===== src/rtl/vend_pkg.sv =====
// Shared types for the parametrised vending controller: FSM states and coin codes.
package vend_pkg;

    typedef enum logic [1:0] {
        COLLECT = 2'd0,
        VEND    = 2'd1,
        REFUND  = 2'd2
    } state_t;

    typedef logic [1:0] coin_t;

    localparam coin_t COIN_NONE = 2'd0;
    localparam coin_t COIN_ONE  = 2'd1;
    localparam coin_t COIN_TWO  = 2'd2;
    localparam coin_t COIN_BAD  = 2'd3;

endpackage


===== src/rtl/vend_fsm_param_if.sv =====
// Coin-acceptor / actuator bundle of the vending controller; the controller takes the slave side.
interface vend_fsm_param_if #(
    parameter int CREDIT_W = 4,
    parameter int CNT_W    = 8
);
    logic [1:0]          coin;
    logic                cancel;
    logic                sell;
    logic                change;
    logic                coin_rej;
    logic                busy;
    logic [CREDIT_W-1:0] credit;
    logic [CNT_W-1:0]    sold_cnt;

    modport master (
        output coin, cancel,
        input  sell, change, coin_rej, busy, credit, sold_cnt
    );

    modport slave (
        input  coin, cancel,
        output sell, change, coin_rej, busy, credit, sold_cnt
    );
endinterface


===== src/rtl/vend_change_out.sv =====
// Loadable down-counter: one registered change pulse per cycle until the loaded amount is paid out.
module vend_change_out #(
    parameter int W = 4
) (
    input  logic         clk,
    input  logic         rst_n,
    input  logic         load,
    input  logic [W-1:0] load_val,
    output logic         change,
    output logic         done
);

    logic [W-1:0] cnt;

    // cnt holds the pulses still owed after the one currently on the output
    always_ff @(posedge clk or negedge rst_n) begin
        if (!rst_n) begin
            cnt    <= '0;
            change <= 1'b0;
        end else if (load) begin
            if (load_val != '0) begin
                cnt    <= load_val - W'(1);
                change <= 1'b1;
            end else begin
                cnt    <= '0;
                change <= 1'b0;
            end
        end else if (cnt != '0) begin
            cnt    <= cnt - W'(1);
            change <= 1'b1;
        end else begin
            change <= 1'b0;
        end
    end

    assign done = (cnt == '0);

endmodule


===== src/rtl/vend_fsm_param.sv =====
// Vending controller: collects coins up to PRICE, pulses sell, then pays overpayment as change pulses.
// Optional feature macro: VEND_REFUND_EN (cancel refunds the full credit from COLLECT).
module vend_fsm_param
    import vend_pkg::*;
#(
    parameter int PRICE    = 3,
    parameter int CREDIT_W = 4,
    parameter int CNT_W    = 8
) (
    input logic             sys_clk,
    input logic             sys_rst_n,
    vend_fsm_param_if.slave bus
);

    localparam logic [CREDIT_W:0] PRICE_W = (CREDIT_W+1)'(PRICE);

    state_t              state, state_nxt;
    logic [CREDIT_W-1:0] credit_q, credit_nxt;
    logic [CNT_W-1:0]    sold_q, sold_nxt;
    logic                sell_q, sell_nxt;
    logic                rej_q, rej_nxt;
    logic                busy_q, busy_nxt;
    logic [CREDIT_W:0]   sum;
    logic                load;
    logic                chg_done;
    logic                chg_pulse;
    logic                cancel_req;

    function automatic logic [CREDIT_W:0] coin_value(input coin_t c);
        case (c)
            COIN_ONE: return (CREDIT_W+1)'(1);
            COIN_TWO: return (CREDIT_W+1)'(2);
            default:  return '0;
        endcase
    endfunction

    function automatic logic [CNT_W-1:0] sat_inc(input logic [CNT_W-1:0] v);
        return (&v) ? v : v + CNT_W'(1);
    endfunction

`ifdef VEND_REFUND_EN
    assign cancel_req = bus.cancel;
`else
    logic unused_cancel;
    assign cancel_req    = 1'b0;
    assign unused_cancel = bus.cancel;
`endif

    always_ff @(posedge sys_clk or negedge sys_rst_n) begin
        if (!sys_rst_n) begin
            state    <= COLLECT;
            credit_q <= '0;
            sold_q   <= '0;
            sell_q   <= 1'b0;
            rej_q    <= 1'b0;
            busy_q   <= 1'b0;
        end else begin
            state    <= state_nxt;
            credit_q <= credit_nxt;
            sold_q   <= sold_nxt;
            sell_q   <= sell_nxt;
            rej_q    <= rej_nxt;
            busy_q   <= busy_nxt;
        end
    end

    always_comb begin
        state_nxt  = state;
        credit_nxt = credit_q;
        sold_nxt   = sold_q;
        sell_nxt   = 1'b0;
        rej_nxt    = 1'b0;
        load       = 1'b0;
        sum        = {1'b0, credit_q} + coin_value(bus.coin);
        case (state)
            COLLECT: begin
                // cancel beats a coin arriving in the same cycle; that coin is lost, not refunded
                if (cancel_req) begin
                    rej_nxt = (bus.coin != COIN_NONE);
                    if (credit_q != '0) begin
                        state_nxt  = REFUND;
                        load       = 1'b1;
                        credit_nxt = credit_q - CREDIT_W'(1);
                    end
                end else if (bus.coin == COIN_BAD) begin
                    rej_nxt = 1'b1;
                end else if (bus.coin != COIN_NONE) begin
                    if (sum >= PRICE_W) begin
                        credit_nxt = CREDIT_W'(sum - PRICE_W);
                        sold_nxt   = sat_inc(sold_q);
                        sell_nxt   = 1'b1;
                        state_nxt  = VEND;
                    end else begin
                        credit_nxt = sum[CREDIT_W-1:0];
                    end
                end
            end
            VEND: begin
                rej_nxt = (bus.coin != COIN_NONE);
                if (credit_q != '0) begin
                    state_nxt  = REFUND;
                    load       = 1'b1;
                    credit_nxt = credit_q - CREDIT_W'(1);
                end else begin
                    state_nxt = COLLECT;
                end
            end
            REFUND: begin
                rej_nxt = (bus.coin != COIN_NONE);
                if (chg_done) begin
                    state_nxt = COLLECT;
                end else begin
                    credit_nxt = credit_q - CREDIT_W'(1);
                end
            end
            default: state_nxt = COLLECT;
        endcase
        busy_nxt = (state_nxt != COLLECT);
    end

    vend_change_out #(.W(CREDIT_W)) u_change (
        .clk      (sys_clk),
        .rst_n    (sys_rst_n),
        .load     (load),
        .load_val (credit_q),
        .change   (chg_pulse),
        .done     (chg_done)
    );

    assign bus.sell     = sell_q;
    assign bus.change   = chg_pulse;
    assign bus.coin_rej = rej_q;
    assign bus.busy     = busy_q;
    assign bus.credit   = credit_q;
    assign bus.sold_cnt = sold_q;

endmodule


===== src/flat_wrapper.sv =====
// flat-port wrapper written by rule: the top's interface ports become plain ports
module vend_fsm_param_flat import vend_pkg::*;
#(
    parameter int PRICE    = 3,
    parameter int CREDIT_W = 4,
    parameter int CNT_W    = 8
)
  (sys_clk, sys_rst_n, bus_coin, bus_cancel, bus_sell, bus_change, bus_coin_rej, bus_busy, bus_credit, bus_sold_cnt);
  vend_fsm_param_if #(.CREDIT_W(CREDIT_W), .CNT_W(CNT_W)) bus_i ();
  input logic sys_clk;
  input logic sys_rst_n;
  input wire logic [$bits(bus_i.coin)-1:0] bus_coin;
  input wire logic [$bits(bus_i.cancel)-1:0] bus_cancel;
  output wire logic [$bits(bus_i.sell)-1:0] bus_sell;
  output wire logic [$bits(bus_i.change)-1:0] bus_change;
  output wire logic [$bits(bus_i.coin_rej)-1:0] bus_coin_rej;
  output wire logic [$bits(bus_i.busy)-1:0] bus_busy;
  output wire logic [$bits(bus_i.credit)-1:0] bus_credit;
  output wire logic [$bits(bus_i.sold_cnt)-1:0] bus_sold_cnt;
  assign bus_i.coin = bus_coin;
  assign bus_i.cancel = bus_cancel;
  assign bus_sell = bus_i.sell;
  assign bus_change = bus_i.change;
  assign bus_coin_rej = bus_i.coin_rej;
  assign bus_busy = bus_i.busy;
  assign bus_credit = bus_i.credit;
  assign bus_sold_cnt = bus_i.sold_cnt;
  vend_fsm_param #(.PRICE(PRICE), .CREDIT_W(CREDIT_W), .CNT_W(CNT_W)) u_core (.sys_clk(sys_clk), .sys_rst_n(sys_rst_n), .bus(bus_i));
endmodule

===== config.mk =====
export PLATFORM = sky130hd
export DESIGN_NAME = vend_fsm_param_flat
export DESIGN_NICKNAME = d
export VERILOG_FILES = /design/src/rtl/vend_pkg.sv /design/src/rtl/vend_fsm_param_if.sv /design/src/rtl/vend_change_out.sv /design/src/rtl/vend_fsm_param.sv /design/src/flat_wrapper.sv
export SDC_FILE = /design/constraint.sdc
export NUM_CORES = 1
export LEC_CHECK = 0
export ABC_AREA = 1
export BUFFER_PORTS_ARGS = -buffer_cell sky130_fd_sc_hd__buf_2
export CAP_MARGIN = 0
export CORE_MARGIN = 2
export CORE_UTILIZATION = 38
export DETAILED_ROUTE_END_ITERATION = 6
export PLACE_DENSITY = 0.61
export SLEW_MARGIN = 20
export SYNTH_ARGS = -nofsm -noshare
export SYNTH_HDL_FRONTEND = slang
export SYNTH_SLANG_ARGS = --single-unit

===== constraint.sdc =====
create_clock -name sys_clk -period 2.55 [get_ports sys_clk]
set_input_delay 0.765 -clock sys_clk [delete_from_list [all_inputs] [get_ports sys_clk]]
set_output_delay 0.765 -clock sys_clk [all_outputs]
set_load 0.03 [all_outputs]

* Word-level counts from Yosys, hierarchy flattened
Index checks and enable logic that the tools add are counted. W data, S select, Z words.
Word-level totals: bits in registers 22, bits in latches 0, bits in writable memories 0, ROM bits 0, input bits 5, output and inout port bits 16, word-level logic and storage cells 63, memories 0
Cells by class: $add $sub $neg 5, $mul 0, divide/modulo/power cells 0, $lt $le $gt $ge 1, equality and inequality tests 9, shift-type cells 0, mux-type cells 26, bitwise operators 2, reductions and logical operators 12
Operators by type and width (count):
- $mux W4 | 8
- $pmux W4 S3 | 1
- $mux W2 | 5
- $reduce_and A5 Y1 | 2
- $mux W1 | 9
- $add A8 B1 Y8 const B | 1
- $reduce_and A8 Y1 | 1
- $reduce_bool A4 Y1 | 2
- $sub A4 B1 Y4 const B | 2
- $eq A2 B2 Y1 const B | 3
- $pmux W2 S3 | 1
- $reduce_bool A2 Y1 | 3
- $add A4 B2 Y5 | 1
- $ge A5 B2 Y1 const B | 1
- $eq A2 B1 Y1 const B | 2
- $logic_not A4 Y1 | 1
- $ne A2 B1 Y1 const B | 2
- $ne A2 B2 Y1 const B | 2
- $pmux W2 S2 | 1
- $sub A4 B2 Y4 const B | 1
- $reduce_bool A3 Y1 | 1
- $logic_not A2 Y1 | 1
- $not A1 Y1 | 2
- $pmux W1 S2 | 1
- $reduce_or A2 Y1 | 1

* Logic depth before layout (Yosys ltp)
Gate-level depths: netlist of run 1.
depth after elaboration 9, gate-level depth with buffers 14, mapped depth without buffers 14

* Modules after synthesis
From an unflattened synthesis of run 1, not the netlist that was laid out.
Unflattened totals: cells, all modules 222, area, all modules 1667.8 sq um
By module, submodules not included:
- vend_fsm_param | times used 1, cells each 174, area an instance 1333.8 sq um, seq. area each 425.4 sq um
- vend_change_out | times used 1, cells each 48, area an instance 334.1 sq um, seq. area each 125.1 sq um

* Worst setup path after synthesis of run 1
No wires, ideal clock.
kind input to register, from input port bus_coin[0], to register u_core.busy_q, in the netlist u_core.bus.busy, library setup time 0.118 ns, arrival 2.443 ns, data required time 2.432 ns, setup slack -0.011 ns, stages 13, path buffers 0, path through inv_1 nor2_1 ha_1 fa_1 ha_1 inv_1 o21ai_4 nor2_4 nand2_4 nand3_4 nand2_1 nand2_1 nand2_1
On the way: cells in the longest elaborated chain, start to end 9, elaborated cells between the ends (all ways) 12, classes of those cells add/sub (1); order compare (1); eq/ne (3); mux (5); reduce/logical (2)
Ends and longest elaborated chain:
- from (decl) | line flat_wrapper.sv:12 | input wire logic [$bits(bus_i.coin)-1:0] bus_coin;
- $eq A2 B2 Y1 / $eq A2 B1 Y1 (equally long branches) | line vend_fsm_param.sv:30 | case (c)
- $pmux W2 S2 | line vend_fsm_param.sv:30
- $add A4 B2 Y5 | line vend_fsm_param.sv:74 | sum = {1'b0, credit_q} + coin_value(bus.coin);
- $ge A5 B2 Y1 | line vend_fsm_param.sv:88 | if (sum >= PRICE_W) begin
- $mux W2 | line vend_fsm_param.sv:88
- $mux W2 | line vend_fsm_param.sv:87 | end else if (bus.coin != COIN_NONE) begin
- $mux W2 * | line vend_fsm_param.sv:85 | end else if (bus.coin == COIN_BAD) begin
- $pmux W2 S3 * | line vend_fsm_param.sv:75 | case (state)
- $reduce_bool A2 Y1 * | line vend_fsm_param.sv:118 | busy_nxt = (state_nxt != COLLECT);
- via u_core.busy_nxt | line vend_fsm_param.sv:22 | logic busy_q, busy_nxt;
- to (signal assigned) | line vend_fsm_param.sv:63 | busy_q <= busy_nxt;
- to (decl) | line vend_fsm_param.sv:22
The timed path passes the listed nets; every way through them passes the cells marked *. A chain may end at the register's enable or synchronous reset.

* Final worst setup path of run 1
Same ends and word-level chain as after synthesis.

==> impl_metrics.ini, run 1 <==
[setup_path]
slowest_stage = fa_1
r2r_cells = 11
cpLargestDelayFamily = simple AND/OR/NAND/NOR gates
critPathMaxFanout = 6
cp-start-kind = primary input
cp-end-kind = register
worst_path_most_repeated_cell = nand2_1
worst_ep_required_time_ns = 2.71
crit_type = in -> reg
path_buf_inv = 3
max_stage_delay_ns = 0.44
arrival_ns = 2.52
cp_cell_sequence = buf_2 -> inv_1 -> nor2_2 -> ha_2 -> fa_1 -> buf_4 -> nand2_1 -> nand3_4 -> nor2_4 -> nand2_4 -> nand3_4 -> nand2_1 -> nand2_1 -> nand2_1
reg2reg_to = u_core.bus.busy
r2r_slack_ns = 0.44
reg2reg_from = u_core.bus.credit[0]

[route]
drt_iter0_markers = 56
detail-route-antenna-nets = 0
drtPass1Iterations = 4
remaining_drc_errors = 0
routed_wl_um = 2960
post_drt_wl_per_cell_um = 10.4
vias = 1302
viasPerCell = 4.58

[cts]
cts_tree = built
worstSkewPairLatency_ns = 0.26
cts.sinks = 22
cts_htree_levels = 1
cts_buffers = 3
postCtsSetupBuffers = 0
cts_buffer_depth = 2
clk_pin_slew_worst_paths_ns = 0.08
cts_hold_buf = 0
ctsRootBufferMaster = clkbuf_8

[floorplan]
die_h_um = 68.4
start_util_pct = 39.4
core_um2 = 4000
die_w_um = 68.4
io_pins = 21
rows = 23
die_area_um2 = 4680

[power]
report.power.total_uw = 2560
p_leak_uw = 0.00106
p_per_area_nw_per_um2 = 1360
ir_worst_vdd_uv = 466

[yosys]
synth_cell_types = 29
netlist_area_um2 = 1580
synth_nets = 218
synthCells = 201
ys.warnings.count = 0
synth_edf_count = 0
post_synth.cell_area_avg_um2 = 7.84
synth_flop_cell = dfrtp_1
async_reset_ff_share_pct = 100
yosysSeqAreaShare_pct = 34.9
synth.ff_latch_count = 22

[placed_design]
post-dp-hpwl_um = 2220
pre_cts_slack_ns = -0.134
port_buffers = 19
globalplace.congestion = 0.775

[sta]
finalMaxSlewViolations = 0
timing.fmax_mhz = 423
min_period_over_period_pct = 92.8
worstMarginPinSlew_ns = 0.504
timing.final.ws_setup_ns = 0.184
setup_viol = 0
fin_skew_ns = 0.00147
slew_headroom_pct = 66.4
hold_viol_final = 0
rsz0062_at_grt = false
fin_crit_ns = 2.37

[global_route]
grt_pass1_wl_um = 5090
grtUsageTotal_pct = 14.2
grt.overflow.total = 0
grt_max_degree = 23
grt_pass1_vias = 1178
antenna_found_initial = 0

[layout]
final_nets = 252
insertedDiodeCount = 0
final_cell_mix = nand2_1, inv_1, dfrtp_1, buf_2, nand3_1
layout_commonest_cell = nand2_1
syn2layout_area_growth_pct = 19.4
layout-drive-gt1-share_pct = 22.6

[status]
status = complete, no violations

[flow_run]
drv_cap = 0

[min_path]
hold_class = in -> async
==> per-layer routing <==
layer | wire length (um) | track usage [%]
met1 | 1560 | 19.3
met4 | 38 | 4.50
met2 | 1270 | 23.6
met3 | 85 | 1.48
met5 | 0 | 0
==> registers in the layout, summed over array words and instances, names as in the netlist <==
register / count
u_core.u_change.cnt: 4
u_core.bus.busy: 1
u_core.bus.coin_rej: 1
u_core.bus.credit: 4
u_core.u_change.change: 1
u_core.bus.sell: 1
u_core.state: 2
u_core.bus.sold_cnt: 8
==> layout make-up <==
type,instances,area (um2)
fill,391,2120
multi-input combinational,146,896
sequential,22,551
timing repair buffer,30,178
inverter,32,123
tap,50,62.6
clock buffer,3,41.3
clock inverter,1,30.0
==> what timing repair did <==
| action | 4_1_cts | 5_1_grt |
|---|---|---|
| setup endpoints to repair | 0 | 1 |
| hold endpoints to repair | 0 | 0 |
| gates resized for setup | 0 | 1 |
==> synth_stat cells (all sizes together), types with 2 or more instances <==
cell / number / area (um2)
nand3: 19 / 130
inv: 32 / 123
nor2: 15 / 82.6
ha: 11 / 138
nand2: 73 / 294
nor3: 2 / 10.0
nand4: 3 / 25.0
dfrtp: 22 / 551
xor2: 7 / 61.3
o21ai: 5 / 47.5
xnor2: 4 / 35.0
==> cells by family (layout without fill, tap and decap cells) <==
| logic type | count (synthesis) | in the layout | share of synthesized area (%) |
|---|---|---|---|
| buffers and inverters | 33 | 66 | 8.50 |
| DFF | 22 | 22 | 34.9 |
| AOI/OAI and AO/OA | 9 | 9 | 5.00 |
| xor gates and xnor gates | 11 | 11 | 6.12 |
| and+or+nand+nor | 114 | 114 | 35.4 |
| adders and majority gates | 12 | 12 | 10.0 |
==> stage by stage <==
stage	cell area (um2)	instances	utilization (%)	TNS, ns	hold slack (ns)
after detailed placement	1810	280	45.2	-1.18	0.518
final	1880	284	47.0	0	0.456
after CTS	1880	284	47.0	0	0.475
after global routing	1880	284	47.0	0	0.493
after global placement	1810	280	45.2	-1.23	0.516
after floorplan	1580	201	-	0	0.469
==> how the worst max path moves through the flow <==
stage | startpoint | to | slack, ns | cells past startpoint
floorplan | bus_coin[0] | u_core.bus.busy | 0.03 | 13
global placement | bus_coin[0] | u_core.bus.busy | -0.14 | 14
detailed placement | bus_coin[0] | u_core.bus.busy | -0.13 | 14
CTS | bus_coin[0] | u_core.bus.busy | 0.12 | 14
global route | bus_coin[0] | u_core.bus.busy | 0.01 | 14
finish | bus_coin[0] | u_core.bus.busy | 0.18 | 14
==> report_power, final <==
group          internal (uW)  switching, uW  leakage (uW)
Clock                    210            120     0.0000357
Combinational            608            973      0.000748
Sequential               495            152      0.000276
Total                   1310           1250       0.00106
Power figures use the tool's default switching activity.
==> run 2, diff against run 1 <==
Settings changed: BUFFER_PORTS_ARGS -buffer_cell sky130_fd_sc_hd__buf_2 to unset, DONT_BUFFER_PORTS set to 1, PLACE_DENSITY 0.61 to 0.57.
==> run 2 against run 1 <==
  * Largest cell class unchanged
  * Die area is the same
  * Critical endpoint unchanged
  * Power shrank 2.4%
  * Design area shrank 4.8%
  * Global-route usage is essentially flat
  * Critical path type unchanged
  * Non-clock buffer count shrank 18
  * Sequential share of layout area grew 1.5 points
==> impl_metrics.ini, run 2 (synthesized netlist as in run 1, its figures left out) <==
[status]
status = complete, no violations

[setup_path]
endpoint = u_core.bus.busy
slowest_stage = fa_1
arrival_ns = 2.48
crit_type = in -> reg
r2r_cells = 10
cp-start-kind = primary input
reg2reg_to = u_core.bus.sold_cnt[1]
worst_ep_required_time_ns = 2.70
max_stage_delay_ns = 0.45
worstSetupStartpoint = bus_coin[0]
r2r_slack_ns = 0.48
cp-end-kind = register
reg2reg_from = u_core.bus.credit[0]
worst_path_most_repeated_cell = nand2_1
critPathMaxFanout = 6
cp_cell_sequence = inv_1 -> nor2_1 -> ha_2 -> fa_1 -> ha_1 -> inv_2 -> o21ai_4 -> nor2_4 -> nand2_4 -> nand3_4 -> nand2_1 -> nand2_1 -> nand2_1

[sta]
slew_headroom_pct = 69.4
min_period_over_period_pct = 91.3
finalMaxSlewViolations = 0
fin_skew_ns = 0.00288
timing.fmax_mhz = 430
setup_tns_ns = 0
setup_viol = 0
rsz0062_at_grt = false
fin_crit_ns = 2.33
worstMarginPinSlew_ns = 0.459
hold_viol_final = 0

[route]
detail-route-antenna-nets = 0
remaining_drc_errors = 0
drt_iter0_markers = 62
post_drt_wl_per_cell_um = 10.8
drtPass1Iterations = 4
vias = 1207
viasPerCell = 4.54
routed_wl_um = 2880

[layout]
insertedDiodeCount = 0
syn2layout_area_growth_pct = 13.7
layout-drive-gt1-share_pct = 15.7
layout_commonest_cell = nand2_1
final_nets = 234
final_cell_mix = nand2_1, inv_1, dfrtp_1, nand3_1
largest_reg_flops = 8
fill_cells = 399

[floorplan]
die_h_um = 68.4
core_um2 = 4000
start_util_pct = 39.4
io_pins = 21
rows = 23
die_area_um2 = 4680
die_w_um = 68.4

[power]
p_leak_uw = 0.000979
internal_power_uw = 1280
p_sw_uw = 1220
ir_worst_vdd_uv = 523
clockPowerShare_pct = 12.9
p_per_area_nw_per_um2 = 1390
pwr-share-comb_pct = 56.4
swShare_pct = 48.8
report.power.total_uw = 2500
seq_power_share_pct = 30.6

[cts]
ctsRootBufferMaster = clkbuf_8
clk_pin_slew_worst_paths_ns = 0.08
post_cts_resize_count = 0
worstSkewPairLatency_ns = 0.26
cts_tree = built
cts_hold_buf = 0
cts_buffer_depth = 2
cts.sinks = 22
cts_htree_levels = 1
cts_buffers = 3
postCtsSetupBuffers = 0

[global_route]
grtUsageTotal_pct = 14.2
antenna_found_initial = 0
grt_max_degree = 23
grt_pass1_wl_um = 5000
grt_pass1_vias = 1139
grt.overflow.total = 0

[flow_run]
drv_cap = 0

[placed_design]
port_buffers = 0
post-dp-hpwl_um = 2300
globalplace.congestion = 0.776

[min_path]
hold_class = in -> async
-- run 2: changes by cell type in the layout (fill, tap and decap cells not counted) --
cell    change
nor2_2      -1
buf_2      -19
nor2_1      +1
buf_4       +1
-- run 2: per-layer routing --
layer  track usage, %  up-vias  part of all wire, %
li1                 -      653                    -
met2             22.2       11                   44
met5                0        -                    0
met4             2.25        0                    0
met3             3.29        0                  2.8
met1             20.2      543                   53
-- run 2: power by group through the flow --
| stage | combinational (uW) | sequential [uW] | clock [uW] |
|---|---|---|---|
| floorplan | 1060 | 782 | 0 |
| global placement | 1410 | 774 | 0 |
| detailed placement | 1420 | 774 | 0 |
| CTS | 1430 | 767 | 336 |
| global route | 1650 | 785 | 353 |
| finish | 1410 | 765 | 323 |
-- run 2: area by class of cell --
cell class	count	area, um2	share of cell area (%)
Multi-Input combinational cell	146	893	49.9
Sequential cell	22	551	30.7
Inverter	32	123	6.85
Timing Repair Buffer	12	90.1	5.03
Tap cell	50	62.6	3.49
Clock buffer	3	41.3	2.31
Clock inverter	1	30.0	1.68
-- run 2: how the worst min path moves through the flow --
stage                              to  slack [ns]  cells past startpoint
2_1_floorplan         u_core.bus.busy        0.47                      0
6_report       u_core.bus.sold_cnt[0]        0.19                      0
4_1_cts          u_core.bus.credit[1]        0.18                      0
3_3_place_gp     u_core.bus.credit[2]        0.47                      0
3_5_place_dp     u_core.bus.credit[2]        0.47                      0
5_1_grt          u_core.bus.credit[1]        0.16                      0
-- run 2: stage by stage --
step	worst slack, ns	std cells	hold WS (ns)	util [%]	cell area (um2)
after global routing	0.0740	266	0.163	44.8	1790
after global placement	-0.0330	262	0.470	43.0	1720
after detailed placement	-0.0450	262	0.470	43.0	1720
after floorplan	0.0312	201	0.469	-	1580
after CTS	0.221	266	0.180	44.8	1790
final	0.222	266	0.191	44.8	1790
-- run 2: critical path: cells and delay by family --
kind	cells	cell delay (ns)
simple gates	7	0.66
buf+inv	2	0.10
fa+ha+maj	3	0.90
compound gates	1	0.07
==> run 3, diff against run 2 <==
Settings changed: ABC_AREA 1 to unset, PLACE_DENSITY 0.57 to unset.
==> run 3 against run 2 <==
  * The flow now finishes with violations (negative setup slack)
  * Power is 16% higher
  * Clock power hardly changed
  * Count of clock-buffer cells in the layout stayed put
  * Critical path type unchanged
==> impl_metrics.ini, run 3 <==
[global_route]
grt.overflow.total = 0
grt_pass1_vias = 1171
antenna_found_initial = 0
grtUsageTotal_pct = 16.4
grt_pass1_wl_um = 5700
grt_max_degree = 23

[setup_path]
r2r_cells = 8
worst_path_most_repeated_cell = ha_4
critPathMaxFanout = 4
crit_type = in -> reg
cpLargestDelayFamily = adder cells
slowest_stage = fa_2
cp-start-kind = primary input
arrival_ns = 2.91
cp-end-kind = register
worst_ep_required_time_ns = 2.70
max_stage_delay_ns = 0.56
worst-path-stages = 9
path_buf_inv = 0
cp_cell_sequence = and2b_2 -> ha_4 -> fa_2 -> ha_4 -> or3_4 -> o31ai_4 -> a211o_2 -> nor3_2 -> mux2_4

[cts]
cts_buffer_depth = 2
cts_tree = built
worstSkewPairLatency_ns = 0.26
cts_htree_levels = 1
ctsRootBufferMaster = clkbuf_8
cts_buffers = 3
cts.sinks = 22
clk_pin_slew_worst_paths_ns = 0.08

[route]
vias = 1234
remaining_drc_errors = 0
drt_iter0_markers = 49
viasPerCell = 5.44
detail-route-antenna-nets = 0
routed_wl_um = 3410
post_drt_wl_per_cell_um = 15.0
drtPass1Iterations = 4

[floorplan]
io_pins = 21
rows = 23
start_util_pct = 39.0
die_w_um = 67.8
core_um2 = 3970
die_area_um2 = 4600
die_h_um = 67.8

[sta]
rsz0062_at_grt = true
min_period_over_period_pct = 108
fin_skew_ns = 0.00529
setup_viol = 13
timing.final.ws_setup_ns = -0.205
slew_headroom_pct = 62.0
worstMarginPinSlew_ns = 0.570
fin_crit_ns = 2.75
timing.fmax_mhz = 363
finalMaxSlewViolations = 0
hold_viol_final = 0

[layout]
layout-drive-gt1-share_pct = 27.1
syn2layout_area_growth_pct = 22.4
fin_util_pct = 47.7
layout_commonest_cell = dfrtp_1
finalNonFillerCells = 227
final_cell_mix = dfrtp_1, nand2_1, inv_1, buf_4, a21oi_1
fill_cells = 383
insertedDiodeCount = 0
largest_reg_flops = 8
final_nets = 195

[yosys]
synth.ff_latch_count = 22
ys.warnings.count = 0
yosysMostFrequentCell = dfrtp_1
post_synth.cell_area_avg_um2 = 9.68
netlist_area_um2 = 1550
synth_edf_count = 0
yosys-top-cells-count = dfrtp_1, nand2_1, inv_1
synth_area_leader_cell = dfrtp_1
synth_area_leaders = dfrtp_1, ha_1, a21oi_1
synthCells = 160
synth_cell_types = 51
synth_nets = 177
synth_flop_cell = dfrtp_1
synth.top_cell.area_share_pct = 35.5
yosysSeqAreaShare_pct = 35.5
async_reset_ff_share_pct = 100

[placed_design]
port_buffers = 0
dp.cells = 217
post-dp-hpwl_um = 2520
globalplace.congestion = 0.813

[power]
report.power.total_uw = 2890
ir_worst_vdd_uv = 648
p_per_area_nw_per_um2 = 1520
seq_power_share_pct = 28.9
p_sw_uw = 1350
swShare_pct = 46.6
clockPowerShare_pct = 11.3
p_leak_uw = 0.000835
internal_power_uw = 1540
pwr-share-comb_pct = 59.8

[flow_run]
drv_cap = 0

[status]
status = finished with violations
violations = negative setup slack

[min_path]
hold_class = in -> async
run 3: cell count changes after synthesis, moves of 3 or more:
cell	previous run	this run
nand4_1	2	5
xor2_1	7	2
a21oi_1	0	11
nand2_1	69	14
inv_1	31	12
nor2_1	12	8
a21o_1	0	3
nor3_1	2	6
nand3_1	15	6
mux2i_1	0	3
clkbuf_1	0	3
run 3: cells by family after synthesis:
kind of cell,after synthesis,share of synthesized area [%]
flops,22,35.5
xor+xnor,9,5.57
fa+ha+maj,12,10.2
simple gates,57,20.9
compound gates,36,18.6
buf+inv,18,5.09
mux,6,4.12
run 3: power by group through the flow:
stage	Clock, uW	Sequential [uW]	Combinational, uW
floorplan	0	848	1150
global placement	0	831	1470
detailed placement	0	840	1530
CTS	332	834	1600
global route	348	861	1910
finish	325	834	1730
run 3: what timing repair did:
action,CTS,global route
endpoints found under the setup margin,7,13
pin swaps,1,5
cloned,0,0
gates resized for setup,6,8
hold buffers,0,0
endpoints found under the hold margin,0,0
setup buffers,2,4
run 3: per-stage QoR:
stage	cell area (um2)	worst slack, ns	setup TNS, ns	hold slack [ns]
6_report	1900	-0.205	-1.50	0.186
5_1_grt	1900	-0.230	-1.93	0.166
4_1_cts	1830	-0.206	-1.00	0.180
3_5_place_dp	1720	-0.501	-4.85	0.470
3_3_place_gp	1720	-0.460	-4.34	0.470
2_1_floorplan	1590	-0.586	-5.14	0.469
run 3: per-layer routing:
| layer | up-vias | GRT usage (%) | routed length (um) |
|---|---|---|---|
| met5 | - | 0 | 0 |
| met4 | 0 | 5.25 | 43 |
| met3 | 4 | 3.13 | 103 |
| met2 | 17 | 26.7 | 1650 |
| met1 | 608 | 21.9 | 1610 |
| li1 | 605 | - | - |
run 3: layout make-up:
| cell class | instances | area (um2) | share of cell area [%] |
|---|---|---|---|
| multi-input combinational | 120 | 997 | 52.6 |
| timing repair buffer | 19 | 169 | 8.91 |
| tap | 50 | 62.6 | 3.30 |
| sequential | 22 | 551 | 29.0 |
| clock buffer | 3 | 41.3 | 2.18 |
| clock inverter | 1 | 30.0 | 1.58 |
| inverter | 12 | 45.0 | 2.38 |
run 3: worst paths after layout:
kind                                        startpoint                endpoint  slack (ns)
worst max-delay path                       bus_coin[1]  u_core.bus.sold_cnt[7]       -0.20
worst min-delay path                         sys_rst_n  u_core.bus.sold_cnt[5]        0.19
worst max register to register    u_core.bus.credit[0]  u_core.bus.sold_cnt[7]        0.07
worst min register to register  u_core.u_change.cnt[1]  u_core.u_change.cnt[1]        0.60
max in group asynchronous                    sys_rst_n         u_core.state[1]        2.29
min in group sys_clk            u_core.u_change.cnt[1]  u_core.u_change.cnt[1]        0.60
